==> src/rtl/cpu_pkg.sv <==
// Shared definitions for the fetch/decode front end: opcodes, fetch states,
// instruction field positions and the default halt word.
package cpu_pkg;

  localparam int INSTR_W = 16;
  localparam logic [INSTR_W-1:0] HALT_WORD_DEFAULT = 16'hFFFF;

  localparam int OP_LSB  = 13;
  localparam int RD_LSB  = 10;
  localparam int RA_LSB  = 7;
  localparam int RB_LSB  = 4;
  localparam int IMM_LSB = 0;

  typedef enum logic [2:0] {
    OPC_0 = 3'b000,
    OPC_1 = 3'b001,
    OPC_2 = 3'b010,
    OPC_3 = 3'b011,
    OPC_4 = 3'b100,
    OPC_5 = 3'b101,
    OPC_6 = 3'b110,
    OPC_7 = 3'b111
  } opcode_e;

  typedef enum logic [1:0] {
    ST_IDLE  = 2'b00,
    ST_FETCH = 2'b01,
    ST_EXEC  = 2'b10,
    ST_HALT  = 2'b11
  } fetch_state_e;

  function automatic logic [2:0] ir_op(input logic [INSTR_W-1:0] ir);
    return ir[OP_LSB +: 3];
  endfunction

  function automatic logic [2:0] ir_rd(input logic [INSTR_W-1:0] ir);
    return ir[RD_LSB +: 3];
  endfunction

  function automatic logic [2:0] ir_ra(input logic [INSTR_W-1:0] ir);
    return ir[RA_LSB +: 3];
  endfunction

  function automatic logic [2:0] ir_rb(input logic [INSTR_W-1:0] ir);
    return ir[RB_LSB +: 3];
  endfunction

  function automatic logic [3:0] ir_imm(input logic [INSTR_W-1:0] ir);
    return ir[IMM_LSB +: 4];
  endfunction

endpackage

==> src/rtl/pc_reg.sv <==
// Program counter: cleared on (re)start, otherwise advances by one with wrap
// or loads a branch target when the current instruction retires.
module pc_reg #(
  parameter int ADDR_W = 8
) (
  input  logic              clk,
  input  logic              rst_n,
  input  logic              clear,
  input  logic              load,
  input  logic              br_en,
  input  logic [ADDR_W-1:0] br_addr,
  output logic [ADDR_W-1:0] pc
);

  always_ff @(posedge clk or negedge rst_n) begin
    if (!rst_n) begin
      pc <= '0;
    end else if (clear) begin
      pc <= '0;
    end else if (load) begin
      pc <= br_en ? br_addr : pc + ADDR_W'(1);
    end
  end

endmodule

==> src/rtl/instr_fetch.sv <==
// Instruction fetch/decode sequencer: fetches one word at a time, presents the
// decoded fields until the execute stage consumes them, and stops on the halt word.
module instr_fetch
  import cpu_pkg::*;
#(
  parameter int                   ADDR_W    = 8,
  parameter logic [INSTR_W-1:0]   HALT_WORD = HALT_WORD_DEFAULT
) (
  input  logic               clk,
  input  logic               rst_n,
  input  logic               start,
  output logic               imem_req,
  output logic [ADDR_W-1:0]  imem_addr,
  input  logic               imem_ack,
  input  logic [INSTR_W-1:0] imem_data,
  output logic [2:0]         op,
  output logic [2:0]         rd,
  output logic [2:0]         ra,
  output logic [2:0]         rb,
  output logic [3:0]         imm,
  output logic               valid,
  input  logic               adv,
  input  logic               br_en,
  input  logic [ADDR_W-1:0]  br_addr,
  output logic               halted,
  output logic [15:0]        ret_cnt
);

  fetch_state_e       state, state_nxt;
  logic [INSTR_W-1:0] ir;
  logic               restart;
  logic               retire;

  always_ff @(posedge clk or negedge rst_n) begin
    if (!rst_n) begin
      state <= ST_IDLE;
    end else begin
      state <= state_nxt;
    end
  end

  always_comb begin
    state_nxt = state;
    restart   = 1'b0;
    retire    = 1'b0;
    case (state)
      ST_IDLE, ST_HALT: begin
        if (start) begin
          state_nxt = ST_FETCH;
          restart   = 1'b1;
        end
      end
      ST_FETCH: begin
        if (imem_ack) begin
          state_nxt = (imem_data == HALT_WORD) ? ST_HALT : ST_EXEC;
        end
      end
      ST_EXEC: begin
        if (adv) begin
          state_nxt = ST_FETCH;
          retire    = 1'b1;
        end
      end
      default: state_nxt = ST_IDLE;
    endcase
  end

  // IR only captures on an acknowledged fetch, so stray acks leave it untouched
  always_ff @(posedge clk or negedge rst_n) begin
    if (!rst_n) begin
      ir <= '0;
    end else if (state == ST_FETCH && imem_ack) begin
      ir <= imem_data;
    end
  end

  always_ff @(posedge clk or negedge rst_n) begin
    if (!rst_n) begin
      ret_cnt <= '0;
    end else if (restart) begin
      ret_cnt <= '0;
    end else if (retire && ret_cnt != 16'hFFFF) begin
      ret_cnt <= ret_cnt + 16'd1;
    end
  end

  pc_reg #(
    .ADDR_W(ADDR_W)
  ) u_pc (
    .clk    (clk),
    .rst_n  (rst_n),
    .clear  (restart),
    .load   (retire),
    .br_en  (br_en),
    .br_addr(br_addr),
    .pc     (imem_addr)
  );

  assign imem_req = (state == ST_FETCH);
  assign valid    = (state == ST_EXEC);
  assign halted   = (state == ST_HALT);

  assign op  = ir_op(ir);
  assign rd  = ir_rd(ir);
  assign ra  = ir_ra(ir);
  assign rb  = ir_rb(ir);
  assign imm = ir_imm(ir);

endmodule
==> config.mk <==
export PLATFORM = sky130hd
export DESIGN_NAME = instr_fetch
export DESIGN_NICKNAME = d
export VERILOG_FILES = /design/src/rtl/cpu_pkg.sv /design/src/rtl/pc_reg.sv /design/src/rtl/instr_fetch.sv
export SDC_FILE = /design/constraint.sdc
export NUM_CORES = 1
export LEC_CHECK = 0
export ABC_AREA = 1
export ABC_CLOCK_PERIOD_IN_PS = 2210
export CAP_MARGIN = 20
export CORE_ASPECT_RATIO = 0.9
export CORE_MARGIN = 2
export CORE_UTILIZATION = 50
export CTS_BUF_LIST = sky130_fd_sc_hd__clkbuf_4
export CTS_CLUSTER_DIAMETER = 100
export DETAILED_ROUTE_END_ITERATION = 10
export PLACE_DENSITY_LB_ADDON = 0.2
export SYNTH_ARGS = -nofsm -noshare
export SYNTH_HDL_FRONTEND = slang
export SYNTH_SLANG_ARGS = --single-unit
==> constraint.sdc <==
create_clock -name clk -period 2.21 [get_ports clk]
set_input_delay 0.442 -clock clk [delete_from_list [all_inputs] [get_ports clk]]
set_output_delay 0.442 -clock clk [all_outputs]
set_load 0.1 [all_outputs]
==> out/summary.txt, run 1 <==
Post-synth top flop: dfrtp_1
unrepaired setup endpoints after global routing: false
Worst-path clk slew: 0.12 ns
yosys warns: 0
vias after detailed routing: 2187
Die Area: 5170 um2
DR iter-0 viols: 130
max layer used: met4
Post-DRT Antenna Nets: 0
Max stage delay on crit path: 0.43 ns
sequential share of the synthesized area: 45.6%
Rows: 23
DR pass1 iterations: 4
post-synthesis compound-gate area fraction: 4.83%
VDD IR max: 0.00138 V
via/cell ratio: 5.15
post-CTS repair timing setup buffer count: 0
met3 WL: 451 um
CTS tree: done
Synth Area in XOR/XNOR: 3.80%
Die H: 68.4 um
Final #Nets: 398
FMAX: 553 MHz
mux share of post-synthesis cell area: 5.86%
register area: 1050 um2
layout cells sized above 1: 21.2%
Fillers: 368
met2 wire len: 2.72 mm
largest net degree at the start of global routing: 23
CTS sink count: 42
Slew Limit Fails: 0
worst reg-to-reg setup slack: 0.40 ns
dpl cells: 418
multi-input logic area: 1130 um2
drt wl/cell: 13.3 um
Initial Util: 51.7%
Final Skew: 0.00745 ns
HPWL after DPL: 4.23 mm
Crit Path Max Fanout: 15
Mapped Cells: 285
initial antenna violation count: 0
crit-path most repeated cell: nor2_4
setup TNS: 0 ns
Max-Cap Viols: 0
drc violations: 0
ys async rst share: 100%
Critical Path, Cell by Cell: ha_1 > nand3_2 > inv_2 > nand2_2 > nor2_4 > nor2_4 > nor2_4 > nand2_1 > nand2_1
Pleak: 1.52 nW
Max clock buf depth: 2
Critical Path AT: 2.10 ns
Placer Congestion: 0.872
largest family of logic cells by synthesized area: simple AND/OR/NAND/NOR gates
Top Ports: 73
post-cts sizing count: 0
Netlist cell types: 24
WP data required: 2.50 ns
GRT Total Usage: 23.3%
Least-Margin Pin Slew: 0.518 ns
post-route minimum period: 1.81 ns
vias in the first global route: 1970
met1 wire length: 2.41 mm
Synth Cell Area: 2310 um2
Final Setup Violations: 0
Buf/Inv on CP: 1
Startpoint Class: register
final wirelength: 5.67 mm
number of synthesized register bits: 42
# port buffers: 72
crit path max-delay cell type: dfrtp_2
final worst path period share: 81.8%
WS Path Type: reg2reg
die width: 75.6 um
hold_buf cts: 0
clk_lat worst skew: 0.35 ns
most common cell after layout, fill and taps aside: nand2_1
post-synthesis simple-gate area fraction: 31.8%
mean area per synthesized cell: 8.10 um2
Layout area overhead: 33.8%
Worst Setup End Kind: register
commonest non-fill, non-tap cells in the layout: nand2_1, buf_4, dfrtp_1
CP top delay family: simple AND/OR/NAND/NOR gates
htree depth: 2
worst hold path type: in2async
Remaining Overflow, GRT: 0
post-synthesis adder-cell area fraction: 2.71%
Cell Pwr Density: 1510 nW/um2
# diodes: 0
Max-slew headroom: 65.5%
clk root buf: clkbuf_4
CORE AREA: 4460 um2
outcome: finished, final reports clean
Hold Fails Final Rpt: 0
Post-synth EDFFs: 0
Non-Filler Instances: 425
first-pass GRT wire length: 9.16 mm
syn_nets: 320
CTS buffer count: 5
-- Yosys cell counts (4+ instances only) --
cell type	count	area, um2
dfrtp_1	42	1050
ha_1	5	62.6
inv_1	24	90.1
mux2_2	12	135
nand2_1	84	315
nand3_1	14	70.1
nand4_1	18	113
nor2_1	37	139
nor2_4	4	45.0
o21ai_0	15	75.1
xor2_1	10	87.6
-- per-stage QoR --
step                power, W  hold WS, ns  instance area [um2]  util, %  setup slack (ns)
global placement     0.00425        0.440                 3040     68.1             0.409
floorplan            0.00358        0.146                 2310        -            0.0206
finish               0.00467       0.0433                 3090     69.2             0.402
CTS                  0.00468       0.0573                 3090     69.2             0.415
detailed placement   0.00430        0.449                 3040     68.1             0.352
global route         0.00489       0.0710                 3090     69.2             0.281
-- kinds of logic (layout without fill, tap and decap cells) --
logic type / after synthesis / in the layout
flops: 42 / 42
compound gates: 20 / 20
simple gates: 165 / 165
fa+ha+maj: 5 / 5
mux: 12 / 12
buf+inv: 31 / 109
xor+xnor: 10 / 10
-- layout make-up --
class	count	area share, %
Sequential cell	42	34.1
Tap cell	62	2.51
Timing Repair Buffer	76	21.9
Multi-Input combinational cell	212	36.6
Clock buffer	7	1.70
Inverter	26	3.16
-- routing by layer --
layer | vias up | global-route usage, %
met5 | - | 0
met4 | 0 | 7.46
met3 | 10 | 5.60
met2 | 85 | 36.0
met1 | 1001 | 32.3
li1 | 1091 | -
-- final timing paths --
check	start	end	depth (start not counted)
max	ret_cnt[0]	ret_cnt[2]	9
min	rst_n	ret_cnt[6]	1
max reg2reg	ret_cnt[0]	ret_cnt[2]	9
min reg2reg	ir[3]	ir[3]	2
max in group asynchronous	rst_n	ret_cnt[0]	2
min in group clk	ir[3]	ir[3]	2
-- power breakdown --
group	switching (W)	total, W	internal, W	leakage [nW]
Combinational	0.00239	0.00308	0.000689	0.943
Sequential	0.000197	0.00120	0.00101	0.543
Clock	0.000241	0.000386	0.000145	0.0322
(Power assumes the default switching activity.)
==> run 2: changes to the inputs <==
- ABC_CLOCK_PERIOD_IN_PS: 2210 -> 1540
- CORE_UTILIZATION: 50 -> 43
- clock period: 2.21 -> 1.54 ns (I/O delays scaled with it)
==> out/summary.txt, run 2 (synthesis results as in run 1) <==
outcome: finished, violations left
failing checks: setup timing
Crit Path Max Fanout: 5
Power, Total: 0.00848 W
reg-to-reg startpoint: ret_cnt[0]
Initial Util: 44.2%
Final Setup Violations: 15
Least-Margin Pin Slew: 0.346 ns
clk root buf: clkbuf_4
WS Path Type: reg2reg
setup TNS: -0.332 ns
FMAX: 630 MHz
Pleak: 1.82 nW
first-pass GRT wire length: 10.9 mm
Buf/Inv on CP: 2
Die Area: 5970 um2
crit-path most repeated cell: nor2_4
Worst-path clk slew: 0.13 ns
final worst path period share: 103%
Layout area overhead: 76.6%
post-route minimum period: 1.59 ns
DR iter-0 viols: 88
largest net degree at the start of global routing: 43
die width: 81.2 um
fin util: 78.0%
CTS sink count: 42
Max-Cap Viols: 0
commonest non-fill, non-tap cells in the layout: nand2_1, buf_12, nor2_1
CORE AREA: 5220 um2
Hold Fails Final Rpt: 0
Max-slew headroom: 76.8%
VDD IR max: 0.00177 V
# port buffers: 72
# diodes: 0
Remaining Overflow, GRT: 0
Max stage delay on crit path: 0.53 ns
Levels on crit path: 10
clk_lat worst skew: 0.35 ns
Final #Nets: 427
Startpoint Class: register
Max clock buf depth: 2
final wirelength: 6.68 mm
Die H: 73.5 um
DR pass1 iterations: 4
unrepaired setup endpoints after global routing: true
Final Skew: 0.00361 ns
HPWL after DPL: 4.73 mm
CTS tree: done
Post-DRT Antenna Nets: 0
multi-input logic area: 1230 um2
via/cell ratio: 5.12
Worst Setup End Kind: register
WP data required: 1.79 ns
register area: 1110 um2
Final WS setup: -0.0466 ns
worst reg-to-reg setup slack: -0.05 ns
crit path to: ret_cnt[6]
CP top delay family: simple AND/OR/NAND/NOR gates
Cell Area, Placed: 3840 um2
Fillers: 332
worst hold path type: in2async
Critical Path, Cell by Cell: ha_4 > nand3_4 > inv_2 > nand2_2 > nor2_4 > nor2_4 > nor2_4 > clkbuf_16 > nand2_1 > nand2_1
Slew Limit Fails: 0
Top Ports: 73
GRT Total Usage: 23.4%
Cell Pwr Density: 2080 nW/um2
Placer Congestion: 0.821
initial antenna violation count: 0
vias after detailed routing: 2356
Rows: 25
htree depth: 2
drt wl/cell: 14.5 um
Critical Path AT: 1.84 ns
worst r2r dst: ret_cnt[6]
post-layout instance area: 4070 um2
CTS buffer count: 5
vias in the first global route: 2418
Setup crit start: ret_cnt[0]
most common cell after layout, fill and taps aside: nand2_1
crit path max-delay cell type: dfrtp_4
drc violations: 0
Reg2Reg Depth: 10
layout cells sized above 1: 38.2%
run 2: worst register-to-register path, cell delays in order, from the launching register on:
cell and delay [ns]:
dfrtp_4 0.53, ha_4 0.18, nand3_4 0.09, inv_2 0.05, nand2_2 0.07, nor2_4 0.04
nor2_4 0.19, nor2_4 0.08, clkbuf_16 0.16, nand2_1 0.06, nand2_1 0.05
run 2: stage by stage:
step                std cells  setup WS, ns  hold slack, ns
floorplan                 285        -0.164          0.0124
global route              460       -0.0970           0.472
finish                    460       -0.0466           0.447
CTS                       458       -0.0369           0.432
detailed placement        445       -0.0558           0.305
global placement          445        0.0338           0.303
run 2: worst min path at each step:
| stage | slack [ns] | end | start |
|---|---|---|---|
| 2_1_floorplan | 0.01 | ir[0] | rst_n |
| 3_3_place_gp | 0.30 | ir[9] | rst_n |
| 3_5_place_dp | 0.30 | ir[13] | rst_n |
| 4_1_cts | 0.43 | ir[9] | rst_n |
| 5_1_grt | 0.47 | ir[9] | rst_n |
| 6_report | 0.45 | ir[9] | rst_n |
run 2: layout make-up:
| cell class | count | share of cell area, % |
|---|---|---|
| clock buffer | 6 | 1.11 |
| clock inverter | 2 | 0.921 |
| inverter | 26 | 2.40 |
| multi-input combinational | 212 | 30.3 |
| sequential | 42 | 27.2 |
| tap | 67 | 2.06 |
| timing repair buffer | 105 | 36.0 |
run 2: metal layers:
layer	vias to the layer above	track usage (%)	wire length (um)	share of wire [%]
met5	-	0	0	0
met4	0	8.85	94	1.4
met3	9	3.81	341	5.1
met2	73	41.4	3480	52
met1	1131	28.7	2760	41
li1	1143	-	-	-
run 2: report_power, final:
part,leakage (nW),total [W],internal [W],switching [W]
Sequential,0.506,0.00193,0.00148,0.000447
Combinational,1.27,0.00582,0.00217,0.00366
Clock,0.0419,0.000730,0.000360,0.000370
run 2: repair_timing:
| item | in CTS | in global routing |
|---|---|---|
| pin swaps | 2 | 5 |
| gates resized for setup | 5 | 20 |
| buffers inserted | 4 | 1 |
| hold buffers | 1 | 0 |
| endpoints found under the setup margin | 18 | 28 |
| gates cloned | 0 | 1 |
| hold endpoints to repair | 42 | 0 |
==> run 3: changes to the inputs <==
- CORE_UTILIZATION: 43 -> 29
==> out/summary.txt, run 3 (synthesis results as in run 1) <==
Remaining Overflow, GRT: 0
Slew Limit Fails: 0
drt wl/cell: 12.9 um
FMAX: 651 MHz
CTS sink count: 42
dpl cells: 470
post-route minimum period: 1.54 ns
Max-Cap Viols: 0
vias after detailed routing: 2210
Max-slew headroom: 74.0%
commonest non-fill, non-tap cells in the layout: nand2_1, buf_12, nor2_1
WS Path Type: reg2out
final worst path period share: 99.8%
worst reg-to-reg setup slack: 0.03 ns
GRT Total Usage: 14.7%
Rows: 30
clk root buf: clkbuf_4
largest net degree at the start of global routing: 21
# port buffers: 72
Least-Margin Pin Slew: 0.390 ns
Startpoint Class: register
VDD IR max: 0.00197 V
die width: 98.0 um
clk_lat worst skew: 0.36 ns
outcome: finished, final reports clean
Buf/Inv on CP: 2
Die H: 88.6 um
Final Setup Violations: 0
initial antenna violation count: 0
CTS buffer count: 5
crit path max-delay cell type: dfrtp_2
CTS tree: done
vias in the first global route: 2122
Pleak: 1.76 nW
Worst-path clk slew: 0.13 ns
multi-input logic area: 1220 um2
Worst Setup End Kind: output pin
DR iter-0 viols: 77
Placer Congestion: 0.826
Hold Fails Final Rpt: 0
CORE AREA: 7620 um2
Top Ports: 73
layout cells sized above 1: 34.8%
post-layout instance area: 3990 um2
most common cell after layout, fill and taps aside: nand2_1
Setup crit start: state[1]
reg-to-reg startpoint: ret_cnt[0]
Final Skew: 0.00474 ns
setup TNS: 0 ns
DR pass1 iterations: 4
Layout area overhead: 72.8%
Critical Path AT: 1.23 ns
Crit Path Max Fanout: 3
Power, Total: 0.00809 W
# diodes: 0
Die Area: 8690 um2
Initial Util: 30.3%
drc violations: 0
htree depth: 2
Cell Area, Placed: 3860 um2
final wirelength: 6.19 mm
HPWL after DPL: 4.95 mm
Final #Nets: 419
first-pass GRT wire length: 10.2 mm
WP data required: 1.23 ns
Critical Path, Cell by Cell: inv_2 > ha_4 > buf_12
Post-DRT Antenna Nets: 0
register area: 1110 um2
Fillers: 688
Max clock buf depth: 2
Cell Pwr Density: 2030 nW/um2
Non-Filler Instances: 481
unrepaired setup endpoints after global routing: true
worst r2r dst: ret_cnt[11]
Reg2Reg Depth: 10
via/cell ratio: 4.59
worst hold path type: in2async
Max stage delay on crit path: 0.47 ns
CP top delay family: flip-flops
==> run 3: stage by stage <==
stage               utilization (%)  hold WS, ns  setup slack, ns
floorplan                         -       0.0124           -0.164
global route                   52.3        0.404          -0.0533
CTS                            51.7        0.387          -0.0335
detailed placement             50.6        0.260          -0.0348
finish                         52.3        0.384          0.00337
global placement               50.6        0.257           0.0157
==> run 3: how the worst max path moves through the flow <==
stage,endpoint,slack (ns),depth (start not counted)
3_5_place_dp,u_pc.pc[2],-0.03,5
5_1_grt,imem_req,-0.05,3
2_1_floorplan,ret_cnt[3],-0.16,10
3_3_place_gp,u_pc.pc[2],0.02,5
4_1_cts,imem_req,-0.03,3
6_report,imem_req,0.003,3
==> run 3: area by class of cell <==
class | instances | share of cell area [%]
clock buffer | 5 | 0.942
tap | 96 | 3.01
timing repair buffer | 97 | 34.7
inverter | 26 | 2.51
clock inverter | 3 | 0.408
sequential | 42 | 27.9
multi-input combinational | 212 | 30.6
==> run 3: repair_timing <==
action,4_1_cts,5_1_grt
endpoints found under the hold margin,14,0
setup buffers,1,2
pin swaps,1,2
gates resized for setup,5,13
hold buffers,1,0
setup endpoints to repair,6,24
==> run 3: worst reg2reg max path, stage by stage (launching register included) <==
cell and delay (ns):
dfrtp_4 0.52, ha_4 0.19, nand3_4 0.11, inv_4 0.05, nand2_4 0.06, nor2_4 0.04, nor2_4 0.13, nor2_4 0.06
buf_12 0.14, nand2_1 0.06, nand2_1 0.06
==> run 3: where the power goes <==
| part | total [W] | internal [W] | switching [W] |
|---|---|---|---|
| sequential | 0.00193 | 0.00148 | 0.000444 |
| combinational | 0.00560 | 0.00206 | 0.00354 |
| clock | 0.000556 | 0.000170 | 0.000386 |
| total | 0.00809 | 0.00372 | 0.00437 |
==> run 3: per-layer routing <==
layer	vias up	part of all wire (%)	global-route usage (%)
met2	58	43	21.2
met1	1018	49	20.9
li1	1129	-	-
met4	0	0.84	3.54
met5	-	0	0
met3	5	7.6	5.69
==> edit 1 (settings of run 1) <==
Put one more register stage on the output `ret_cnt`, cleared by the reset. The value now appears one clock later. The other outputs are not delayed to match.
--- a/src/rtl/instr_fetch.sv
+++ b/src/rtl/instr_fetch.sv
@@ -27,2 +27,4 @@
 );
+
+  logic [15:0] ret_cnt_s0;
 
@@ -78,7 +80,7 @@
     if (!rst_n) begin
-      ret_cnt <= '0;
+      ret_cnt_s0 <= '0;
     end else if (restart) begin
-      ret_cnt <= '0;
-    end else if (retire && ret_cnt != 16'hFFFF) begin
-      ret_cnt <= ret_cnt + 16'd1;
+      ret_cnt_s0 <= '0;
+    end else if (retire && ret_cnt_s0 != 16'hFFFF) begin
+      ret_cnt_s0 <= ret_cnt_s0 + 16'd1;
     end
@@ -108,2 +110,10 @@
 
+  always_ff @(posedge clk or negedge rst_n) begin
+    if (!rst_n) begin
+      ret_cnt <= '0;
+    end else begin
+      ret_cnt <= ret_cnt_s0;
+    end
+  end
+
 endmodule
Check against the original RTL: not equivalent (Yosys sat finds a counterexample within 4 cycles, from zero or initial values and one cycle with rst_n low).
==> edit 1 against run 1 <==
  * Power grew 18%
  * Clock skew down 0.54 ps
  * Worst setup slack improved by 17 ps
  * Non-clock buffer count unchanged
  * Final area grew 17%
  * Sequential share of layout area increased by 6.0 points
  * Routed wire length rose by 6.1%
  * Area after synthesis is 18% higher
  * Sequential cell count rose by 16
  * Critical path type unchanged
  * Largest cell class is now registers
  * Largest power group unchanged
==> edit 1: results <==
{
  "synth_compound_area_share_pct": 4.09,
  "final.fill_count": 428,
  "clkTransAtPathRegs_ps": 100,
  "ys_seq_area_share_pct": 53.3,
  "slew_headroom_pct": 52.1,
  "ir_drop_uv": 1150,
  "rrSetupSlack_ps": 420,
  "viasPerCell": 5.05,
  "status": "finished, final reports clean",
  "num-nets-final": 422,
  "grt_pass1_wl_mm": 9.58,
  "drt-total-wl_mm": 6.01,
  "hold_ws_ps": 192,
  "synthTopCellsByArea": "dfrtp_1, nand2_1, nor2_1",
  "synth_xor_area_share_pct": 2.90,
  "clock_latency_ps": 380,
  "grt_start_max_net_pins": 59,
  "cp_slowest_cell": "dfrtp_1",
  "grt_pass1_vias": 2088,
  "async_reset_ff_share_pct": 100,
  "track_usage_pct": 21.0,
  "max_stage_delay_ps": 460,
  "regToRegEndpoint": "ret_cnt_s0[1]",
  "finClkSkew_ps": 6.91,
  "reg2reg_from": "ret_cnt_s0[0]",
  "post-dp-hpwl_mm": 4.31,
  "drive_above_1_share_pct": 21.2,
  "n_antenna_cell": 0,
  "htreeDepth": 3,
  "synth_ff_type": "dfrtp_1",
  "synthAdderAreaFrac_pct": 2.30,
  "arrival_ps": 2120,
  "synth_commonest_cells": "nand2_1, dfrtp_1, nor2_1",
  "cts-buffers-inserted": 9,
  "synth_fp_nets": 340
}
-- edit 1: cell count changes after synthesis --
cell     before  now
dfrtp_1      42   58
nand2_1      84   86
inv_1        24   25
nand3_1      14   13
nand4_1      18   19
nor2_1       37   38
or2_2         1    2
xor2_1       10    9
-- edit 1: routing by layer --
layer,global-route usage [%],share of wire [%],up-vias
met5,0,0,-
met3,6.55,6.2,8
met1,28.6,46,1087
li1,-,-,1156
met2,32.1,47,67
met4,7.41,1.2,0
-- edit 1: through the flow --
stage          power (uW)  cells  worst slack (ps)  utilization, %  area, sq um
4_1_cts              5530    459               397            68.8         3620
6_report             5500    459               419            68.8         3620
3_5_place_dp         4590    443               354            65.5         3440
2_1_floorplan        3870    305              23.3               -         2720
5_1_grt              5720    459               217            68.8         3620
3_3_place_gp         4540    443               383            65.5         3440
-- edit 1: power by group --
group	switching, uW	internal [uW]	leakage [uW]	total (uW)
clock network	370	562	0.0000948	932
logic	2380	687	0.000953	3060
registers	194	1310	0.000769	1500
total	2940	2560	0.00182	5500
-- edit 1: worst max-delay path by stage --
stage | end | startpoint | slack (ps)
finish | ret_cnt_s0[1] | ret_cnt_s0[0] | 420
detailed placement | u_pc.pc[3] | br_en | 350
global route | ret_cnt_s0[14] | ret_cnt_s0[0] | 220
CTS | ret_cnt_s0[1] | ret_cnt_s0[0] | 400
global placement | u_pc.pc[4] | br_en | 380
floorplan | ret_cnt_s0[12] | state[0] | 20
-- edit 1: cell type report --
cell class | instances | share of cell area (%)
Multi-Input combinational cell | 215 | 31.6
Inverter | 27 | 2.80
Clock inverter | 7 | 2.98
Sequential cell | 58 | 40.1
Tap cell | 67 | 2.32
Timing Repair Buffer | 76 | 18.3
Clock buffer | 9 | 1.87
==> edit 2 (config.mk and constraints of run 1) <==
Made on the original files. `RB_LSB`: 4 -> 5.
--- a/src/rtl/cpu_pkg.sv
+++ b/src/rtl/cpu_pkg.sv
@@ -10,3 +10,3 @@
   localparam int RA_LSB  = 7;
-  localparam int RB_LSB  = 4;
+  localparam int RB_LSB  = 5;
   localparam int IMM_LSB = 0;
Check against the original RTL: not equivalent (a bounded check fails within 4 cycles, from zero or initial values and one cycle with rst_n low).
==> edit 2 against run 1 <==
  * Global-route usage decreased by 1.7 points
  * Area after synthesis down 1.2%
  * Worst setup slack better by 57 ps
  * Clock power fell by 2%
  * Critical endpoint is now ret_cnt[9]
  * Sequential cell count fell by 1
  * Power shrank 1.2%
  * Final area decreased by 0.97%
  * Count of clock-buffer cells in the layout fell by 2
  * First-iteration DRC count shrank 14%
  * Routed wire length shrank 11%
==> edit 2: results <==
{
  "arrival_ps": 2010,
  "max_stage_delay_ps": 460,
  "ys_seq_area_share_pct": 45.0,
  "clockBufferDepth": 2,
  "synth_commonest_cells": "nand2_1, dfrtp_1, nor2_1",
  "grt_pass1_vias": 1811,
  "crit_start": "ret_cnt[0]",
  "cts-buffers-inserted": 5,
  "drt_iter0_markers": 112,
  "synthCells": 279,
  "ir_drop_uv": 1940,
  "cp_slowest_cell": "dfrtp_2",
  "clock_latency_ps": 360,
  "finClkSkew_ps": 6.13,
  "crit_fanout": 16,
  "synthTopCellsByArea": "dfrtp_1, nand2_1, mux2_2",
  "antenna_found_initial": 0,
  "reg2reg_from": "ret_cnt[0]",
  "ys_types": 26,
  "synth_fp_nets": 314,
  "firstDrtPassIters": 4,
  "num-nets-final": 393,
  "ctsHoldBuffers": 1,
  "async_reset_ff_share_pct": 100,
  "drive_above_1_share_pct": 22.6,
  "synth_ff_type": "dfrtp_1",
  "ys_warn_count": 0,
  "largest_reg_flops": 16,
  "worst_pin_slew_ps": 626,
  "gp_congestion": 0.855,
  "port_buffers": 72,
  "routedWlPerCell_microns": 12.0,
  "cts_setup_buffers": 0,
  "clkTransAtPathRegs_ps": 130,
  "hold_class": "in2async",
  "final.fill_count": 383,
  "post-dp-hpwl_mm": 3.90,
  "status": "finished, final reports clean",
  "cts_resized": 0,
  "cts-root-buf": "clkbuf_4",
  "p_leak_uw": 0.00150,
  "vias": 2100,
  "htreeDepth": 2,
  "grt_pass1_wl_mm": 8.36,
  "track_usage_pct": 21.6,
  "grt_start_max_net_pins": 32
}
-- edit 2: changes by cell type in the layout (fill, tap and decap cells not counted), sizes merged, moves of 2 or more --
cell and change:
nand2 -3, clkbuf -2, clkinv +2, nor3 -2
-- edit 2: logic make-up after synthesis --
logic type                 count (synthesis)  synth area share [%]
DFF                                       41                  45.0
AOI/OAI and AO/OA                         18                  4.34
adders and majority gates                  5                  2.74
and+or+nand+nor                          161                  31.7
xor gates and xnor gates                  10                  3.84
muxes                                     14                  6.86
buffers and inverters                     30                  5.54
-- edit 2: layer usage --
layer / track usage [%] / vias to the layer above / wire length, microns
met5: 0 / - / 0
met4: 6.58 / 0 / 70
met3: 6.33 / 7 / 351
met2: 33.4 / 71 / 2330
met1: 29.4 / 948 / 2310
li1: - / 1074 / -
-- edit 2: per-stage QoR --
stage               hold WS [ps]  instance area (sq um)  setup slack (ps)  std cells
detailed placement           315                   2990               341        412
CTS                          451                   3060               438        421
floorplan                    146                   2280              17.6        279
global placement             313                   2990               347        412
finish                       446                   3060               459        421
global route                 464                   3060               300        421
-- edit 2: where the power goes --
group	internal [uW]	switching [uW]	leakage [uW]	total (uW)
sequential	980	193	0.000530	1170
clock	120	260	0.0000310	380
combinational	697	2360	0.000936	3060
-- edit 2: layout make-up --
type                    instances  share of cell area [%]
clock buffers                   5                    1.23
clock inverters                 3                   0.573
inverters                      25                    3.07
multi-input cells             208                    36.9
flip-flops and latches         41                    33.6
well taps                      62                    2.54
repair buffers                 77                    22.0
-- edit 2: path summary, 6_finish.rpt --
kind | cells after the start | to | slack, ps
worst max-delay path | 9 | ret_cnt[9] | 460
worst min-delay path | 2 | ret_cnt[8] | 450
worst max register to register | 9 | ret_cnt[9] | 460
worst min register to register | 2 | ir[15] | 510
max in group asynchronous | 3 | ret_cnt[0] | 1070
min in group clk | 2 | ir[15] | 510
-- edit 2: worst max-delay path: cells and delay by family (launching register included) --
family        cells  cell delay, ps
simple gates      7             860
flops             1             460
fa+ha+maj         1             270
buf+inv           1              60
